--- src/rtl/pc_pkg.sv ---
// rtl/pc_pkg.sv - shared types and default parameters for the program-counter unit
package pc_pkg;

    localparam int DEF_PC_W      = 16;
    localparam int DEF_INC       = 1;
    localparam int DEF_RESET_VEC = 0;
    localparam int DEF_RAS_DEPTH = 4;

    typedef enum logic [1:0] {
        BOOT = 2'b00,
        RUN  = 2'b01,
        HALT = 2'b10
    } pc_state_t;

    typedef enum logic [2:0] {
        SEL_HOLD,
        SEL_INC,
        SEL_BR,
        SEL_JMP,
        SEL_RET
    } pc_sel_t;

endpackage

--- src/rtl/pc_ras.sv ---
// rtl/pc_ras.sv - circular return-address stack with saturating count and overflow/underflow flags
module pc_ras #(
    parameter int RAS_DEPTH = 4,
    parameter int PC_W      = 16
) (
    input  logic            clk,
    input  logic            reset,
    input  logic            push,
    input  logic            pop,
    input  logic [PC_W-1:0] push_data,
    output logic [PC_W-1:0] top,
    output logic            empty,
    output logic            full,
    output logic            overflow,
    output logic            underflow
);

    localparam int PTR_W = $clog2(RAS_DEPTH);

    logic [PC_W-1:0]  mem [RAS_DEPTH];
    logic [PTR_W-1:0] ptr;
    logic [PTR_W-1:0] top_idx;
    logic [PTR_W:0]   count;

    assign top_idx = ptr - PTR_W'(1);
    assign top     = mem[top_idx];
    assign empty   = (count == '0);
    assign full    = (count == (PTR_W+1)'(RAS_DEPTH));

    // Entry storage: a push always writes at ptr, which is the oldest slot once the stack is full
    always_ff @(posedge clk) begin
        if (push) begin
            mem[ptr] <= push_data;
        end
    end

    // Pointer, saturating count, sticky overflow and one-cycle underflow pulse
    always_ff @(posedge clk or negedge reset) begin
        if (!reset) begin
            ptr       <= '0;
            count     <= '0;
            overflow  <= 1'b0;
            underflow <= 1'b0;
        end else begin
            underflow <= pop && empty;
            if (push) begin
                ptr <= ptr + PTR_W'(1);
                if (full) begin
                    overflow <= 1'b1;
                end else begin
                    count <= count + (PTR_W+1)'(1);
                end
            end else if (pop && !empty) begin
                ptr   <= ptr - PTR_W'(1);
                count <= count - (PTR_W+1)'(1);
            end
        end
    end

endmodule

--- src/rtl/pc_unit.sv ---
// rtl/pc_unit.sv - fetch-stage program counter with boot/run/halt FSM; optional return stack under PC_RAS_EN
module pc_unit
    import pc_pkg::*;
#(
    parameter int PC_W      = DEF_PC_W,
    parameter int INC       = DEF_INC,
    parameter int RESET_VEC = DEF_RESET_VEC,
    parameter int RAS_DEPTH = DEF_RAS_DEPTH
) (
    input  logic            clk,
    input  logic            reset,
    input  logic            stall,
    input  logic            halt,
    input  logic            br_taken,
    input  logic [PC_W-1:0] br_target,
    input  logic            jmp,
    input  logic [PC_W-1:0] jmp_target,
    input  logic            call,
    input  logic [PC_W-1:0] link_addr,
    input  logic            ret,
    input  logic [PC_W-1:0] ret_target,
    output logic [PC_W-1:0] pc,
    output logic [PC_W-1:0] pc_plus,
    output logic            pc_valid,
    output logic            halted,
    output logic            ras_overflow,
    output logic            ras_underflow
);

    pc_state_t       state;
    pc_state_t       state_next;
    pc_sel_t         sel;
    logic            ras_push;
    logic            ras_pop;
    logic [PC_W-1:0] ret_addr;
    logic [PC_W-1:0] pc_next;

    assign pc_plus  = pc + PC_W'(INC);
    assign pc_valid = (state == RUN);
    assign halted   = (state == HALT);

`ifdef PC_RAS_EN
    logic [PC_W-1:0] ras_top;
    logic            ras_empty;
    logic            ras_full;

    pc_ras #(
        .RAS_DEPTH (RAS_DEPTH),
        .PC_W      (PC_W)
    ) u_ras (
        .clk       (clk),
        .reset     (reset),
        .push      (ras_push),
        .pop       (ras_pop),
        .push_data (link_addr),
        .top       (ras_top),
        .empty     (ras_empty),
        .full      (ras_full),
        .overflow  (ras_overflow),
        .underflow (ras_underflow)
    );

    // An empty stack falls back to the register-file return address
    assign ret_addr = ras_empty ? ret_target : ras_top;

    logic unused_ras;
    assign unused_ras = ras_full;
`else
    assign ret_addr      = ret_target;
    assign ras_overflow  = 1'b0;
    assign ras_underflow = 1'b0;

    logic unused_ras;
    assign unused_ras = ^{ras_push, ras_pop, call, link_addr};
`endif

    // State register
    always_ff @(posedge clk or negedge reset) begin
        if (!reset) begin
            state <= BOOT;
        end else begin
            state <= state_next;
        end
    end

    // Next state, next-PC select and stack strobes; redirect beats halt, halt beats stall, ret beats jmp
    always_comb begin
        state_next = state;
        sel        = SEL_HOLD;
        ras_push   = 1'b0;
        ras_pop    = 1'b0;
        case (state)
            BOOT: begin
                state_next = RUN;
            end
            RUN: begin
                if (br_taken) begin
                    sel = SEL_BR;
                end else if (halt) begin
                    state_next = HALT;
                end else if (stall) begin
                    sel = SEL_HOLD;
                end else if (ret) begin
                    sel     = SEL_RET;
                    ras_pop = 1'b1;
                end else if (jmp) begin
                    sel      = SEL_JMP;
                    ras_push = call;
                end else begin
                    sel = SEL_INC;
                end
            end
            HALT: begin
                if (br_taken) begin
                    sel        = SEL_BR;
                    state_next = RUN;
                end
            end
            default: begin
                state_next = BOOT;
            end
        endcase
    end

    // Next-PC mux
    always_comb begin
        pc_next = pc;
        case (sel)
            SEL_INC:  pc_next = pc_plus;
            SEL_BR:   pc_next = br_target;
            SEL_JMP:  pc_next = jmp_target;
            SEL_RET:  pc_next = ret_addr;
            default:  pc_next = pc;
        endcase
    end

    // PC register
    always_ff @(posedge clk or negedge reset) begin
        if (!reset) begin
            pc <= PC_W'(RESET_VEC);
        end else begin
            pc <= pc_next;
        end
    end

endmodule

--- config.mk ---
export PLATFORM = sky130hd
export DESIGN_NAME = pc_unit
export DESIGN_NICKNAME = d
export VERILOG_FILES = /design/src/rtl/pc_pkg.sv /design/src/rtl/pc_ras.sv /design/src/rtl/pc_unit.sv
export SDC_FILE = /design/constraint.sdc
export NUM_CORES = 1
export LEC_CHECK = 0
export ABC_AREA = 1
export ABC_CLOCK_PERIOD_IN_PS = 1800
export CORE_AREA = 2 2 76 78
export CTS_CLUSTER_SIZE = 40
export DETAILED_ROUTE_END_ITERATION = 10
export DIE_AREA = 0 0 78 80
export GPL_ROUTABILITY_DRIVEN = 0
export MAX_ROUTING_LAYER = met4
export PLACE_DENSITY = 0.78
export SETUP_SLACK_MARGIN = 0.15
export SYNTH_ARGS = -nofsm -noshare
export SYNTH_HDL_FRONTEND = slang
export SYNTH_SLANG_ARGS = --single-unit
--- constraint.sdc ---
create_clock -name clk -period 1.8 [get_ports clk]
set_input_delay 0.36 -clock clk [delete_from_list [all_inputs] [get_ports clk]]
set_output_delay 0.36 -clock clk [all_outputs]
set_load 0.1 [all_outputs]
==> flow_summary.rst <==
.. list-table::
   :header-rows: 1

   * - Metric
     - Value
   * - Result of the run
     - finished with violations
   * - Violations in the final reports
     - negative setup slack
   * - Total vias in the final route
     - 2838
   * - Total core area
     - 5410 um2
   * - Arrival time worst endpoint
     - 1.78 ns
   * - Startpoint of the lowest-slack register-to-register path
     - state[1]
   * - Residual antenna-violating net count after detailed routing
     - 0
   * - Root buffer cell
     - clkbuf_8
   * - Post-Route WL
     - 10.3 mm
   * - Kind of end point of the critical path
     - output pin
   * - Initial antenna violation count
     - 0
   * - Number of detailed-route iterations in the first pass
     - 4
   * - Max Cap Violations
     - 0
   * - Via density
     - 5.31
   * - Number of placed I/O pins
     - 108
   * - Number of warnings issued by yosys
     - 0
   * - Final Total Pwr
     - 9430 uW
   * - Total global routing overflow
     - 0
   * - Type of the worst setup path
     - reg2out
   * - Register-to-register setup slack
     - -0.24 ns
   * - EDFF count, synth
     - 0
   * - Post-detail-place hpwl
     - 5.44 mm
   * - Antenna Cells
     - 0
   * - Distinct cell type count of the synthesized netlist
     - 31
   * - Largest net degree at the start of global routing
     - 19
   * - Clock tree from TritonCTS
     - done
   * - Final routed wire length divided by cell count
     - 19.3 um
   * - Multi-input logic area
     - 1880 um2
   * - Area growth syn-to-layout
     - 150%
   * - Area of the die
     - 6240 um2
   * - Worst setup slack before clock tree synthesis
     - -0.235 ns
   * - Final setup violating endpoints
     - 29
   * - Count of clock tree sinks
     - 18
   * - Final setup margin
     - -0.343 ns
   * - Vias in the first global route
     - 2990
   * - Combined global-route utilization of all metal layers
     - 0.304
   * - Core utilization of the finished layout
     - 0.856
   * - Final period util
     - 1.19
   * - Most area-hungry cell type in the Yosys netlist
     - dfrtp_1
   * - Cell Pwr Density
     - 2040 nW/um2
   * - Post-layout net count
     - 539
   * - Worst hold margin
     - 0.466 ns
   * - Post-layout instance area
     - 4630 um2
   * - Avg Cell Area, Syn
     - 6.16 um2
   * - Required time at the worst-slack endpoint
     - 1.44 ns
   * - Flop and latch count out of synthesis
     - 18
   * - Crit Path Max Fanout
     - 5
   * - Die span in y
     - 80 um
   * - Main flop type after synthesis
     - dfrtp_1
   * - Remaining design rule violation count
     - 0
   * - Maximum clock skew at final layout
     - 0.00459 ns
   * - RSZ-0062 raised after global routing
     - yes
   * - Depth of the most critical reg-to-reg path
     - 12
   * - Fillers
     - 253
   * - Async S/R FF share, synth
     - 1.00
   * - Cell count after synthesis
     - 301
   * - Initial cell density of the core
     - 0.343
   * - Clock buffers created by TritonCTS
     - 3
   * - Fmax
     - 467 MHz
   * - Min cycle time layout
     - 2.14 ns
   * - Largest cells by area after synthesis
     - dfrtp_1 (24%), nand2_1 (22%), nor2_1 (8.9%)
   * - Post-synthesis sequential area ratio
     - 0.243
   * - Critical Path Source Type
     - flip-flop
   * - Top cell types by occurrence after synthesis
     - nand2_1 (109), nor2_1 (44), inv_1 (28), nand3_1 (25), dfrtp_1 (18)
   * - PortBufs
     - 88
   * - Cell area after synthesis
     - 1850 um2
   * - Total cell area at the placement stage
     - 3740 um2
   * - Number of endpoints with negative hold slack in the final report
     - 0
   * - Chip width
     - 78 um
   * - Global-route wire length before repair
     - 14.1 mm
   * - CTS H-Tree Depth
     - 1
   * - Worst R2R End
     - pc[0]
   * - Peak supply drop
     - 1.69 mV
   * - Hold/Removal Path Class
     - in2async
   * - Clock-pin transition on the worst setup and hold timing paths
     - 0.08 ns
   * - Max Slew Vio Count
     - 0
   * - First DRT Iteration DRCs
     - 249
   * - Worst skew pair latency
     - 0.26 ns
   * - Clock buffer depth
     - 2
   * - Std-Cell Rows
     - 27
   * - Layout cells sized above 1
     - 0.550
   * - Area share of the largest cell type after synthesis
     - 0.243
   * - Lkg Pwr
     - 0.00206 uW
   * - Area taken by flip-flops and latches
     - 497 um2
   * - Most repeated cell in the gate-level netlist after synthesis
     - nand2_1
## how the worst max path moves through the flow
stage                     startpoint          end  slack, ns  cells after the start
final                          pc[1]   pc_plus[9]      -0.34                      9
after floorplan                pc[0]  pc_plus[12]      -0.45                      6
after global placement      br_taken        pc[8]      -0.19                     10
after detailed placement    br_taken       pc[13]      -0.23                      9
after CTS                      pc[1]  pc_plus[12]      -0.29                      7
after global routing           pc[1]   pc_plus[9]      -0.40                      9
## sequential cells by signal, summed over array words and instances, names as in the netlist
signal,count
pc,16
state,2
## routing by layer
layer  GRT usage  wire length (um)  up-vias  part of all wire
met1       0.282              3510     1349              0.34
met3      0.0577               565       59             0.055
met4       0.165               688        0             0.067
met2       0.585              5550      169              0.54
met5           -                 0        -                 0
li1            -                 -     1261                 -
## worst max-delay path, stage by stage (launching register included)
cell and delay, ns:
dfrtp_4 0.44, buf_4 0.14, nand2_4 0.07, nor2_4 0.17
nand2_4 0.12, nor2_4 0.11, nand2_1 0.09, nand2_2 0.11
clkinvlp_4 0.10, buf_12 0.17
## cell families (layout without fill, tap and decap cells)
| family | count (synthesis) | after routing | synth area share |
|---|---|---|---|
| buffers and inverters | 43 | 202 | 0.118 |
| other | 1 | 2 | 0.00202 |
| XOR/XNOR | 8 | 8 | 0.0378 |
| adder cells (fa/ha/maj) | 4 | 4 | 0.0270 |
| AND/OR/NAND/NOR | 209 | 210 | 0.507 |
| flip-flops | 18 | 18 | 0.243 |
| AO/OA/AOI/OAI | 18 | 18 | 0.0648 |
## power by group
group | switching, uW | internal, uW
clock network | 164 | 158
registers | 249 | 653
logic | 4910 | 3300
total | 5320 | 4110
## final cells by class
type	count	area share
timing repair buffer	166	0.427
multi-input combinational	242	0.406
sequential	18	0.107
inverter	32	0.0305
tap	72	0.0195
clock buffer	4	0.00973
## cells in the final DEF (no fill, tap or decap), types with 3 or more instances in the layout
cell type	count
nor2_2	10
buf_6	11
nor2_1	29
clkdlybuf4s50_1	53
xor2_4	6
a21oi_1	3
dfrtp_2	4
dfrtp_4	11
nand2_2	27
nand2_8	4
nand2_4	10
buf_12	41
nand2_1	71
buf_4	58
nand3_1	6
clkinvlp_4	3
nand4_1	13
nand3_2	16
a21oi_4	3
inv_2	5
nand3_4	4
inv_1	21
clkbuf_8	3
o21ai_2	5
nor2_4	15
dfrtp_1	3
ha_4	4
## through the flow
step | cells | TNS, ns
floorplan | 302 | -5.83
global placement | 493 | -2.37
detailed placement | 493 | -2.96
CTS | 519 | -2.52
global route | 534 | -6.86
finish | 534 | -5.43
## timing repair
item | 4_1_cts | 5_1_grt
endpoints found under the setup margin | 31 | 35
gates cloned | 3 | 0
hold buffers | 0 | 0
gates resized for setup | 80 | 42
pin swaps | 44 | 50
buffers inserted | 19 | 15
(Power assumes the default switching activity.)
==> RTL change 1 (same flow settings) <==
Reset style: synchronous (`reset`), changed in 2 clocked blocks.
--- a/src/rtl/pc_unit.sv
+++ b/src/rtl/pc_unit.sv
@@ -75,7 +75,7 @@
 `endif
 
     // State register
-    always_ff @(posedge clk or negedge reset) begin
+    always_ff @(posedge clk) begin
         if (!reset) begin
             state <= BOOT;
         end else begin
@@ -135,7 +135,7 @@
     end
 
     // PC register
-    always_ff @(posedge clk or negedge reset) begin
+    always_ff @(posedge clk) begin
         if (!reset) begin
             pc <= PC_W'(RESET_VEC);
         end else begin
Function: differs if reset is asserted again (counterexample within 4 cycles, from zero or initial values and one cycle with reset low); with reset held inactive, the same outputs for 10 cycles.
==> RTL change 1 against the unedited design <==
  * The flow still finishes with violations (negative setup slack)
  * Combinational power is 40% lower
  * Worst setup slack better by 84 ps
  * Final area is 7.5% lower
  * Final cell count is 2.4% lower
  * Power is 36% lower
  * Wire length is 8.8% lower
  * Synthesized area is 8.8% lower
  * Sequential cell count stayed put
  * Synthesized cell count is 4.3% lower
  * Largest cell class unchanged
  * Largest power group unchanged
  * Highest routed layer unchanged
==> RTL change 1: results (changes against the unedited design) <==
[outcome]
outcome = finished, violations left
violations = negative setup slack

[grt]
grt_pass1_vias = 2666  ; -11%
grt.total_usage_pct = 26.7  ; -3.6 points
grt_max_degree = 17  ; -2

[power]
vdd_drop_max_mv = 1.07  ; -37%
p_leak_uw = 0.00190  ; -7.8%

[final_layout]
final_nets = 526  ; -2.4%

[timing]
setup_viol = 24  ; -17%
fin_ws_ps = -259  ; +84.1 ps
tns_ps = -2750  ; +2680 ps
whs_ps = 527  ; +61.6 ps

[synthesis]
synthTopCellsByCount = nand2_1, nor2_1, inv_1
yosysSeqAreaShare_pct = 21.3  ; -3.0 points
ys.flop_type = dfxtp_1

[routing]
avgRoutedWirePerCell_um = 18.1  ; -6.5%
route.vias.total = 2785  ; -1.9%
dr.pass1.iters = 5  ; +1

[clocking]
clock_latency_ps = 280  ; +20 ps

[worst_setup_path]
worst_path_max_delay_cell = dfxtp_4
reg2reg_slack_ps = -60  ; +180 ps
timing.rr.start = state[0]
regToRegEndpoint = pc[2]

[worst_hold_path]
hold_path.class = flip-flop to flip-flop

[place]
hpwl_um = 5250  ; -3.4%

-- RTL change 1: cell count changes in the layout (fill, tap and decap cells not counted), sizes merged, moves of 3 or more --
cell	change
o21ai	+7
buf	-4
nand3	-7
nand2	-11
dfxtp	+18
dfrtp	-18
a21oi	-3
nand4	-3
inv	+4
-- RTL change 1: area by class of cell --
type                    instances  share of cell area [%]
well taps                      72                    2.10
clock buffers                   4                    1.05
flip-flops and latches         18                    9.65
inverters                      35                    3.68
repair inverters                1                   0.146
multi-input cells             229                    38.4
repair buffers                162                    45.0
-- RTL change 1: worst max-delay path by stage --
stage | start | cells past startpoint | end | slack, ps
final | pc[0] | 6 | pc_plus[13] | -260
after global routing | pc[0] | 6 | pc_plus[13] | -280
after CTS | pc[0] | 7 | pc_plus[15] | -210
after detailed placement | halt | 11 | pc[4] | -230
after global placement | halt | 10 | pc[11] | -160
after floorplan | pc[0] | 4 | pc_plus[15] | -930
-- RTL change 1: cell families (layout without fill, tap and decap cells) --
| kind of cell | Yosys count | after routing | synth area share (%) |
|---|---|---|---|
| flops | 18 | 18 | 21.3 |
| compound gates | 24 | 24 | 8.51 |
| simple gates | 188 | 189 | 50.1 |
| other cells | 1 | 2 | 0.222 |
| buf+inv | 43 | 202 | 11.7 |
| xor+xnor | 10 | 10 | 5.18 |
| fa+ha+maj | 4 | 4 | 2.96 |
-- RTL change 1: per-stage QoR --
stage               worst slack, ps  instances  area, um2  power (uW)
floorplan                      -928        289       2050        3370
global placement               -155        479       3600        4850
detailed placement             -231        479       3600        4910
CTS                            -215        510       4090        5640
global route                   -278        521       4280        6140
finish                         -259        521       4280        6000
-- RTL change 1: power by group through the flow --
stage | Combinational, uW | Sequential (uW) | Clock (uW)
2_1_floorplan | 1880 | 1490 | 0
3_3_place_gp | 4100 | 743 | 0
3_5_place_dp | 4160 | 748 | 0
4_1_cts | 4580 | 750 | 317
5_1_grt | 5040 | 766 | 332
6_report | 4910 | 761 | 327
-- RTL change 1: worst max-delay path, delay by kind of cell, from the launching register on --
kind	cells	cell delay, ps
DFF	1	380
buffers and inverters	4	520
and+or+nand+nor	1	240
xor gates and xnor gates	1	280
-- RTL change 1: repair_timing --
item	4_1_cts	5_1_grt
buffers inserted	25	11
cloned	2	0
pin swaps	52	22
resized for setup	62	29
setup endpoints to repair	30	32
-- RTL change 1: routing by layer --
layer  share of wire (%)  vias to the layer above  track usage, %  wire length (um)
li1                    -                     1222               -                 -
met1                  35                     1310            26.6              3300
met2                  53                      199            49.5              4970
met3                 6.8                       54            4.30               640
met4                 5.3                        0            15.4               497
met5                   0                        -               -                 0
==> RTL change 2 (same flow settings) <==
Without the edit above. The option `PC_RAS_EN` is turned on by a define.
--- a/src/rtl/pc_unit.sv
+++ b/src/rtl/pc_unit.sv
@@ -1,4 +1,6 @@
 // rtl/pc_unit.sv - fetch-stage program counter with boot/run/halt FSM; optional return stack under PC_RAS_EN
+`define PC_RAS_EN
+
 module pc_unit
     import pc_pkg::*;
 #(
Formal check against the unedited RTL: not equivalent (Yosys sat finds a counterexample within 4 cycles, from zero or initial values and one cycle with reset low).
==> RTL change 2 against the unedited design <==
  * The flow now stops in global placement without I/O (3_1_place_gp_skip_io)
  * Synthesized area rose to 2.6 times the old value
==> RTL change 2: results (changes against the unedited design) <==
[synthesis]
yosys_warnings = 0  ; unchanged
synth_area_leaders = edfxtp_1, nand2_1, dfrtp_1
yosysSeqAreaShare_pct = 53.1  ; +29 points
synth-compound-area-share_pct = 4.17  ; -2.3 points
synthTopCellsByCount = nand2_1, edfxtp_1, nand3_1
synth_edf_count = 64  ; +64
netlist-cell-type-count = 33  ; +6.5%
synthAdderAreaFrac_pct = 2.76  ; +0.064 points
synth_seq_cells = 89  ; +71
synth-xor-area-share_pct = 2.55  ; -1.2 points
syn_inst = 547  ; +82%
synth_nets = 629
synth_top_cell_area_share_pct = 40.0  ; +16 points
synth_top_family_by_area = simple AND/OR/NAND/NOR gates
synth.mux.area_fraction_pct = 0  ; unchanged
async_flop_share_pct = 28.1  ; -72 points

[floorplanning]
rows = 27  ; unchanged

[outcome]
lastStage = global placement without I/O (3_1_place_gp_skip_io)
error = [ERROR GPL-0301] Utilization 104.026 % exceeds 100%.
outcome = stopped before the end

RTL change 2: cell count changes after synthesis, moves of 5 or more:
cell	delta
dfrtp_1	+7
ha_1	+5
o211ai_1	+10
nand3_1	+24
clkbuf_1	+7
nand2_1	+113
edfxtp_1	+64
or2_2	+5
nor2_2	-6
o21ai_1	+10
RTL change 2: cell families after synthesis:
family | count (synthesis)
AND/OR/NAND/NOR | 347
flip-flops | 89
adder cells (fa/ha/maj) | 10
buffers and inverters | 55
AO/OA/AOI/OAI | 32
XOR/XNOR | 14
